==> config.mk <==
export PLATFORM = sky130hd
export DESIGN_NAME = alu_op_sequencer
export DESIGN_NICKNAME = d
export VERILOG_FILES = /design/src/rtl/alu_op_sequencer_pkg.sv /design/src/rtl/alu_op_sequencer_cycle_timer.sv /design/src/rtl/alu_op_sequencer.sv
export SDC_FILE = /design/constraint.sdc
export NUM_CORES = 1
export LEC_CHECK = 0
export CORE_ASPECT_RATIO = 0.75
export CORE_MARGIN = 10
export CORE_UTILIZATION = 25
export DETAILED_ROUTE_END_ITERATION = 8
export SYNTH_ARGS = -nofsm -noshare
export SYNTH_HDL_FRONTEND = slang
export SYNTH_HIERARCHICAL = 1
export SYNTH_SLANG_ARGS = --single-unit
==> constraint.sdc <==
create_clock -name clock -period 6.4 [get_ports clock]
set_input_delay 1.6 -clock clock [delete_from_list [all_inputs] [get_ports clock]]
set_output_delay 1.6 -clock clock [all_outputs]
set_load 0.02 [all_outputs]
==> src/rtl/alu_op_sequencer_pkg.sv <==
// Shared opcode codes, sequencer state encoding and helpers for alu_op_sequencer.
package alu_op_sequencer_pkg;

  localparam int OP_ADD = 0;
  localparam int OP_SUB = 1;
  localparam int OP_AND = 2;
  localparam int OP_OR  = 3;
  localparam int OP_XOR = 4;
  localparam int OP_NOR = 5;
  localparam int OP_SLT = 6;
  localparam int OP_SLL = 7;
  localparam int OP_SRL = 8;
  localparam int OP_SRA = 9;
  localparam int OP_MUL = 10;
  localparam int OP_DIV = 11;

  typedef enum logic [1:0] {
    S_IDLE = 2'd0,
    S_WAIT = 2'd1,
    S_RESP = 2'd2
  } state_t;

  function automatic int max_int(input int a, input int b);
    return (a > b) ? a : b;
  endfunction

endpackage

==> src/rtl/alu_op_sequencer_cycle_timer.sv <==
// cycle_timer: loadable down-counter that parks at zero and flags it.
module cycle_timer #(
  parameter int TW = 3
) (
  input  logic          clock,
  input  logic          clear,
  input  logic          load,
  input  logic [TW-1:0] load_val,
  input  logic          dec,
  output logic          zero
);

  logic [TW-1:0] count;

  always_ff @(posedge clock or posedge clear) begin
    if (clear)                    count <= '0;
    else if (load)                count <= load_val;
    else if (dec && count != '0)  count <= count - 1'b1;
  end

  assign zero = (count == '0);

endmodule

==> src/rtl/alu_op_sequencer.sv <==
// alu_op_sequencer: registers one ALU request, waits a per-class settle time, returns LO/HI.
// Build option DIV_ZERO_CHECK_EN: DIV by zero bypasses the ALU result and returns err=1, LO=HI=0.
module alu_op_sequencer
  import alu_op_sequencer_pkg::*;
#(
  parameter int DATA_W     = 32,
  parameter int OP_W       = 5,
  parameter int SETTLE_CYC = 1,
  parameter int MULDIV_CYC = 4
) (
  input  logic                clock,
  input  logic                clear,
  input  logic                req_valid,
  output logic                req_ready,
  input  logic [DATA_W-1:0]   req_a,
  input  logic [DATA_W-1:0]   req_b,
  input  logic [OP_W-1:0]     req_opcode,
  output logic [DATA_W-1:0]   alu_a,
  output logic [DATA_W-1:0]   alu_b,
  output logic [OP_W-1:0]     alu_opcode,
  input  logic [2*DATA_W-1:0] alu_result,
  output logic                rsp_valid,
  input  logic                rsp_ready,
  output logic [DATA_W-1:0]   rsp_lo,
  output logic [DATA_W-1:0]   rsp_hi,
  output logic                rsp_hi_we,
  output logic                rsp_err,
  output logic                busy
);

  localparam int TW = $clog2(max_int(SETTLE_CYC, MULDIV_CYC)) + 1;
  localparam logic [TW-1:0] SETTLE_LD = TW'(SETTLE_CYC - 1);
  localparam logic [TW-1:0] MULDIV_LD = TW'(MULDIV_CYC - 1);

  state_t        state, state_nxt;
  logic          accept, capture;
  logic          muldiv_req, dz_req;
  logic          muldiv_q, dz_q;
  logic          tmr_zero;
  logic [TW-1:0] tmr_load_val;

  assign muldiv_req = (req_opcode == OP_W'(OP_MUL)) || (req_opcode == OP_W'(OP_DIV));

`ifdef DIV_ZERO_CHECK_EN
  assign dz_req = (req_opcode == OP_W'(OP_DIV)) && (req_b == '0);
`else
  assign dz_req = 1'b0;
`endif

  // A zero divisor needs no settle time: capture on the very next edge.
  assign tmr_load_val = dz_req ? '0 : (muldiv_req ? MULDIV_LD : SETTLE_LD);

  cycle_timer #(.TW(TW)) u_timer (
    .clock    (clock),
    .clear    (clear),
    .load     (accept),
    .load_val (tmr_load_val),
    .dec      (state == S_WAIT),
    .zero     (tmr_zero)
  );

  always_ff @(posedge clock or posedge clear) begin
    if (clear) state <= S_IDLE;
    else       state <= state_nxt;
  end

  always_comb begin
    state_nxt = state;
    accept    = 1'b0;
    capture   = 1'b0;
    case (state)
      S_IDLE: if (req_valid) begin
        accept    = 1'b1;
        state_nxt = S_WAIT;
      end
      S_WAIT: if (tmr_zero) begin
        capture   = 1'b1;
        state_nxt = S_RESP;
      end
      S_RESP: if (rsp_ready) state_nxt = S_IDLE;
      default: state_nxt = S_IDLE;
    endcase
  end

  assign req_ready = (state == S_IDLE);
  assign rsp_valid = (state == S_RESP);
  assign busy      = (state != S_IDLE);

  // alu_* and rsp_* only move on accept/capture, so they hold under backpressure.
  always_ff @(posedge clock or posedge clear) begin
    if (clear) begin
      alu_a      <= '0;
      alu_b      <= '0;
      alu_opcode <= '0;
      muldiv_q   <= 1'b0;
      dz_q       <= 1'b0;
      rsp_lo     <= '0;
      rsp_hi     <= '0;
      rsp_hi_we  <= 1'b0;
      rsp_err    <= 1'b0;
    end else begin
      if (accept) begin
        alu_a      <= req_a;
        alu_b      <= req_b;
        alu_opcode <= req_opcode;
        muldiv_q   <= muldiv_req;
        dz_q       <= dz_req;
      end
      if (capture) begin
        rsp_lo    <= dz_q ? '0 : alu_result[DATA_W-1:0];
        rsp_hi    <= dz_q ? '0 : alu_result[2*DATA_W-1:DATA_W];
        rsp_hi_we <= muldiv_q & ~dz_q;
        rsp_err   <= dz_q;
      end
    end
  end

endmodule

# After elaboration in Yosys (flattened, before gate mapping)
# Index checks and enable logic that the tools add are counted.
[totals] out_inout_bits=138 wordCells=36 n_memories=0 mem_bits_rw=0 mem_bits_ro=0 inputBits=137 latchBits=0 register_bits=140
[op_classes] n_addsub=1 n_mux=11 reduce_logical=8 div=0 multipliers=0 n_bitwise=0 magnitude_cmp=0 n_eq_ne=7 n_shift=0
[ops] op="5-bit by 4-bit equality test with 1-bit output (second input constant)" count=2
[ops] op="2-bit two-way mux" count=4
[ops] op="3-bit two-way mux" count=2
[ops] op="2-bit case mux with 3 select lines" count=1
[ops] op="1-bit two-way mux" count=4
[ops] op="2-bit != test (second input constant)" count=2
[ops] op="2-bit nonzero test" count=2
[ops] op="3-bit zero test" count=1
[ops] op="3-bit AND reduction" count=1
[ops] op="3-bit nonzero test" count=1
[ops] op="3-bit by 1-bit subtractor with 3-bit output (second input constant)" count=1
[ops] op="2-bit by 1-bit equality test with 1-bit output (second input constant)" count=1
[ops] op="2-bit equality test (second input constant)" count=1
[ops] op="2-bit zero test" count=1
[ops] op="2-bit by 1-bit != test with 1-bit output (second input constant)" count=1
[ops] op="1-bit logical AND" count=1
[ops] op="1-bit logical OR" count=1

# Logic depth before layout (Yosys ltp)
[logic_depth] depth_word=4 depth_mapped=7 ltp_nobuf=5

# By module
# The synthesis kept the hierarchy.
[modules_own_cells] mod="alu_op_sequencer" area_per_inst_um2=5351.4 instances=1 cells_per_inst=301 seq_area_each_um2=3428.3
[modules_own_cells] mod="cycle_timer" area_per_inst_um2=211.5 instances=1 cells_per_inst=20 seq_area_each_um2=75.1

# Least setup slack after synthesis
# No wires, ideal clock.
[synth_timing] path_type="input port to flip-flop" start="input req_valid" end="register u_timer.count[0]" path_buffers=3 t_required_ns=6.274 setup_ns=0.126 arrival_ns=2.645 setup_slack_ns=3.629 cell_stages=6 cell_sequence="nor3b_2 -> buf_6 -> buf_6 -> buf_6 -> and2b_4 -> a221o_1"
[synth_between] elab_chain_cells=3 word_cells_on_any_way=4 classes_between="3 x mux; 1 x reduce/logical"
[synth_lines] element="from (decl)" line="alu_op_sequencer.sv:13" source="input logic req_valid,"
[synth_lines] element="1-bit two-way mux *" line="alu_op_sequencer.sv:72" source="S_IDLE: if (req_valid) begin"
[synth_lines] element="1-bit two-way mux *" line="alu_op_sequencer.sv:71" source="case (state)"
[synth_lines] element="named net accept" line="alu_op_sequencer.sv:36" source="logic accept, capture;"
[synth_lines] element="3-bit two-way mux / 2-bit nonzero test (equally long branches)"
[synth_lines] element="to (signal assigned)" line="alu_op_sequencer_cycle_timer.sv:17" source="else if (load) count <= load_val;"
[synth_lines] element="to (signal assigned)" line="alu_op_sequencer_cycle_timer.sv:18" source="else if (dec && count != '0) count <= count - 1'b1;"
[synth_lines] element="to (decl)" line="alu_op_sequencer_cycle_timer.sv:13" source="logic [TW-1:0] count;"
# Mark *: on every way through the listed nets, which the timed path passes. The rest lies on a longest branch.
# A chain may end at the register's enable or synchronous reset.

# Final worst setup path
[layout_timing] start="register state[0]" end="output req_ready"
[layout_between] elab_chain_cells=1
[layout_lines] element="from (decl)" line="alu_op_sequencer.sv:35" source="state_t state, state_nxt;"
[layout_lines] element="from (signal assigned)" line="alu_op_sequencer.sv:64" source="else state <= state_nxt;"
[layout_lines] element="2-bit zero test" line="alu_op_sequencer.sv:85" source="assign req_ready = (state == S_IDLE);"
[layout_lines] element="to (decl)" line="alu_op_sequencer.sv:14" source="output logic req_ready,"
# Every way passes these cells.

==> reports/results.ini <==
[outcome]
status = complete, no violations

[synth]
ys_warn_count = 6
muxShareOfSynthArea_pct = 30.0
synth-async-reset-ratio_pct = 100
yosysUniqueCellTypes = 20
syn-cell-area_sq_um = 5560
synth_top_family_by_area = multiplexers
yosys.area_share.adder_pct = 0.450
synth_edf_count = 0
synth_area_per_cell_sq_um = 17.3
yosys.area_share.simple_pct = 2.09
postSynthCellCount = 321
ys_seq_area_share_pct = 63.0
synth-xor-area-share_pct = 0
synth-compound-area-share_pct = 0.765
ys_ff_latch = 140
ys.flop_type = dfrtp_1

[finish]
layout.nets = 739
fin_util_pct = 41.5
fill_cells = 2052
area_delta_synth_final_pct = 63.9
multi_input_area_sq_um = 1860
drive_gt1_share_pct = 28.1
layout.area.seq_sq_um = 3500
diodes = 0

[global_route]
grt.total_usage_pct = 11.9
grt.met2_usage_pct = 19.0
globalRouteMet3Util_pct = 6.33
antenna_found_initial = 0
grt_overflow = 0
grt_max_degree = 99
first_global_vias = 4399
grt_pass1_wl_um = 26300
busiest_layer = met2
met1_usage_pct = 13.4

[cts]
post_cts_buffers = 0
cts_hold_buffers = 0
tritoncts = built
cts_root_buffer = clkbuf_16
clock_sinks = 140
clk_pin_slew_worst_paths_ps = 60
cts_resized = 0
insertion_delay_ps = 420
numCtsBuffers = 17
ctsHtreeMaxLevel = 4
cts_buffer_depth = 2

[timing]
whs_ps = 502
drv_slew = 0
post-route-min-period_ps = 3480
fin_skew_ps = 5.80
setup_tns_ps = 0
slew_headroom_pct = 32.1
finalCritPeriodShare_pct = 54.4
rsz0062_at_grt = false
setup_viol = 0
hold_viol = 0
fmax_mhz = 287
tightestPinTransition_ps = 1020

[setup_path]
max_stage_delay_ps = 600
cp-end-kind = output port
arrival_ps = 1880
crit_slowest_cell = clkdlybuf4s50_1
cp_max_fo = 5
critPathKind = flop to output port
startpoint_type = flop
worstPathCellList = or2_2, inv_1, clkdlybuf4s50_1
r2r_cells = 6
required_ps = 4800

[floorplan]
rows = 47
start_util_pct = 25.3
die_w_um = 192
core-area_sq_um = 22000
ios = 275
die_y_um = 149
dieArea_sq_um = 28700

[min_path]
hp-class = flop to flop
whs_path_depth = 1

[place]
io_buffers = 273
hpwlAfterDp_um = 12500
gp_congestion = 0.729

[job]
maxCapViolations = 0

[detailed_routing]
first_pass_iters = 4
routedWlPerCell_um = 18.6
viasPerCell = 4.08
drc = 0
first_iter_violations = 147
finalWirelength_um = 16900
vias = 3699
antenna_left = 0

[power]
pwr_density_cell_nw_per_um2 = 565
p_leak_nw = 3.88
power.total_mw = 5.16
ir_drop_mv = 0.299

==> logic make-up (layout without fill, tap and decap cells) <==
family,after synthesis,in the layout
flops,140,140
simple gates,13,13
other cells,1,2
buf+inv,25,316
mux,135,135
fa+ha+maj,2,2
compound gates,5,5
==> synthesized netlist by cell type (2+ instances only) <==
library cell | n | area share [%]
nand2b_1 | 2 | 0.22
mux2_2 | 96 | 19
buf_6 | 14 | 2.8
inv_1 | 8 | 0.54
buf_2 | 2 | 0.18
nor2b_1 | 3 | 0.34
nor4b_1 | 3 | 0.47
mux2_4 | 39 | 11
ha_1 | 2 | 0.45
dfrtp_1 | 140 | 63
a221o_1 | 3 | 0.54
==> report_power, final <==
| part | switching, mW | internal, mW | leakage (nW) |
|---|---|---|---|
| Sequential | 0.250 | 1.34 | 1.64 |
| Combinational | 1.15 | 1.41 | 1.95 |
| Clock | 0.383 | 0.622 | 0.291 |
==> final timing paths <==
path	start	slack, ps	end
worst max-delay path	state[0]	2920	req_ready
worst min-delay path	alu_b[29]	500	alu_b[29]
worst max register to register	u_timer/count[0]	3890	rsp_lo[11]
worst min register to register	alu_b[29]	500	alu_b[29]
max in group asynchronous	clear	3570	rsp_lo[26]
min in group asynchronous	clear	1470	u_timer/count[2]
==> area by class of cell <==
class	count	share of cell area [%]
clock buffer	21	4.94
inverter	8	0.384
clock inverter	11	1.58
sequential	140	38.4
timing repair buffer	276	30.2
tap	294	4.03
multi-input combinational	157	20.4
==> layout by cell type, fill, tap and decap left out, types with 2 or more instances in the layout <==
master           Yosys  layout
buf_4                1       3
clkbuf_16            0      17
nor2b_1              3       3
clkinv_4             0       3
mux2_2              96      96
conb_1               1       2
ha_1                 2       2
bufinv_16            0       3
nor4b_1              3       3
clkdlybuf4s50_1      0     273
nand2b_1             2       2
inv_1                8       7
dfrtp_1            140     140
mux2_4              39      39
clkinv_2             0       4
clkbuf_1             0       3
a221o_1              3       3
==> critical path, delay by kind of cell, from the launching register on <==
family	cells	cell delay, ps
DFF	1	470
buffers and inverters	2	660
and+or+nand+nor	1	330
==> per-layer routing <==
layer	wire length, um	vias up
met2	7870	162
met1	6870	1840
met3	1940	13
met5	0	-
li1	-	1684
met4	186	0
==> state kept, by name, summed over array words and instances (netlist names) <==
signal	flops
alu_a	32
alu_b	32
alu_opcode	5
muldiv_q	1
rsp_hi	32
rsp_hi_we	1
rsp_lo	32
state	2
u_timer/count	3
==> per-stage QoR <==
step	setup WS (ps)	area, sq um	cells
global placement	2690	8530	875
finish	2920	9120	907
floorplan	1130	5570	322
global route	2830	9120	907
detailed placement	2580	8530	875
CTS	2870	9120	907
Power figures use the tool's default switching activity.
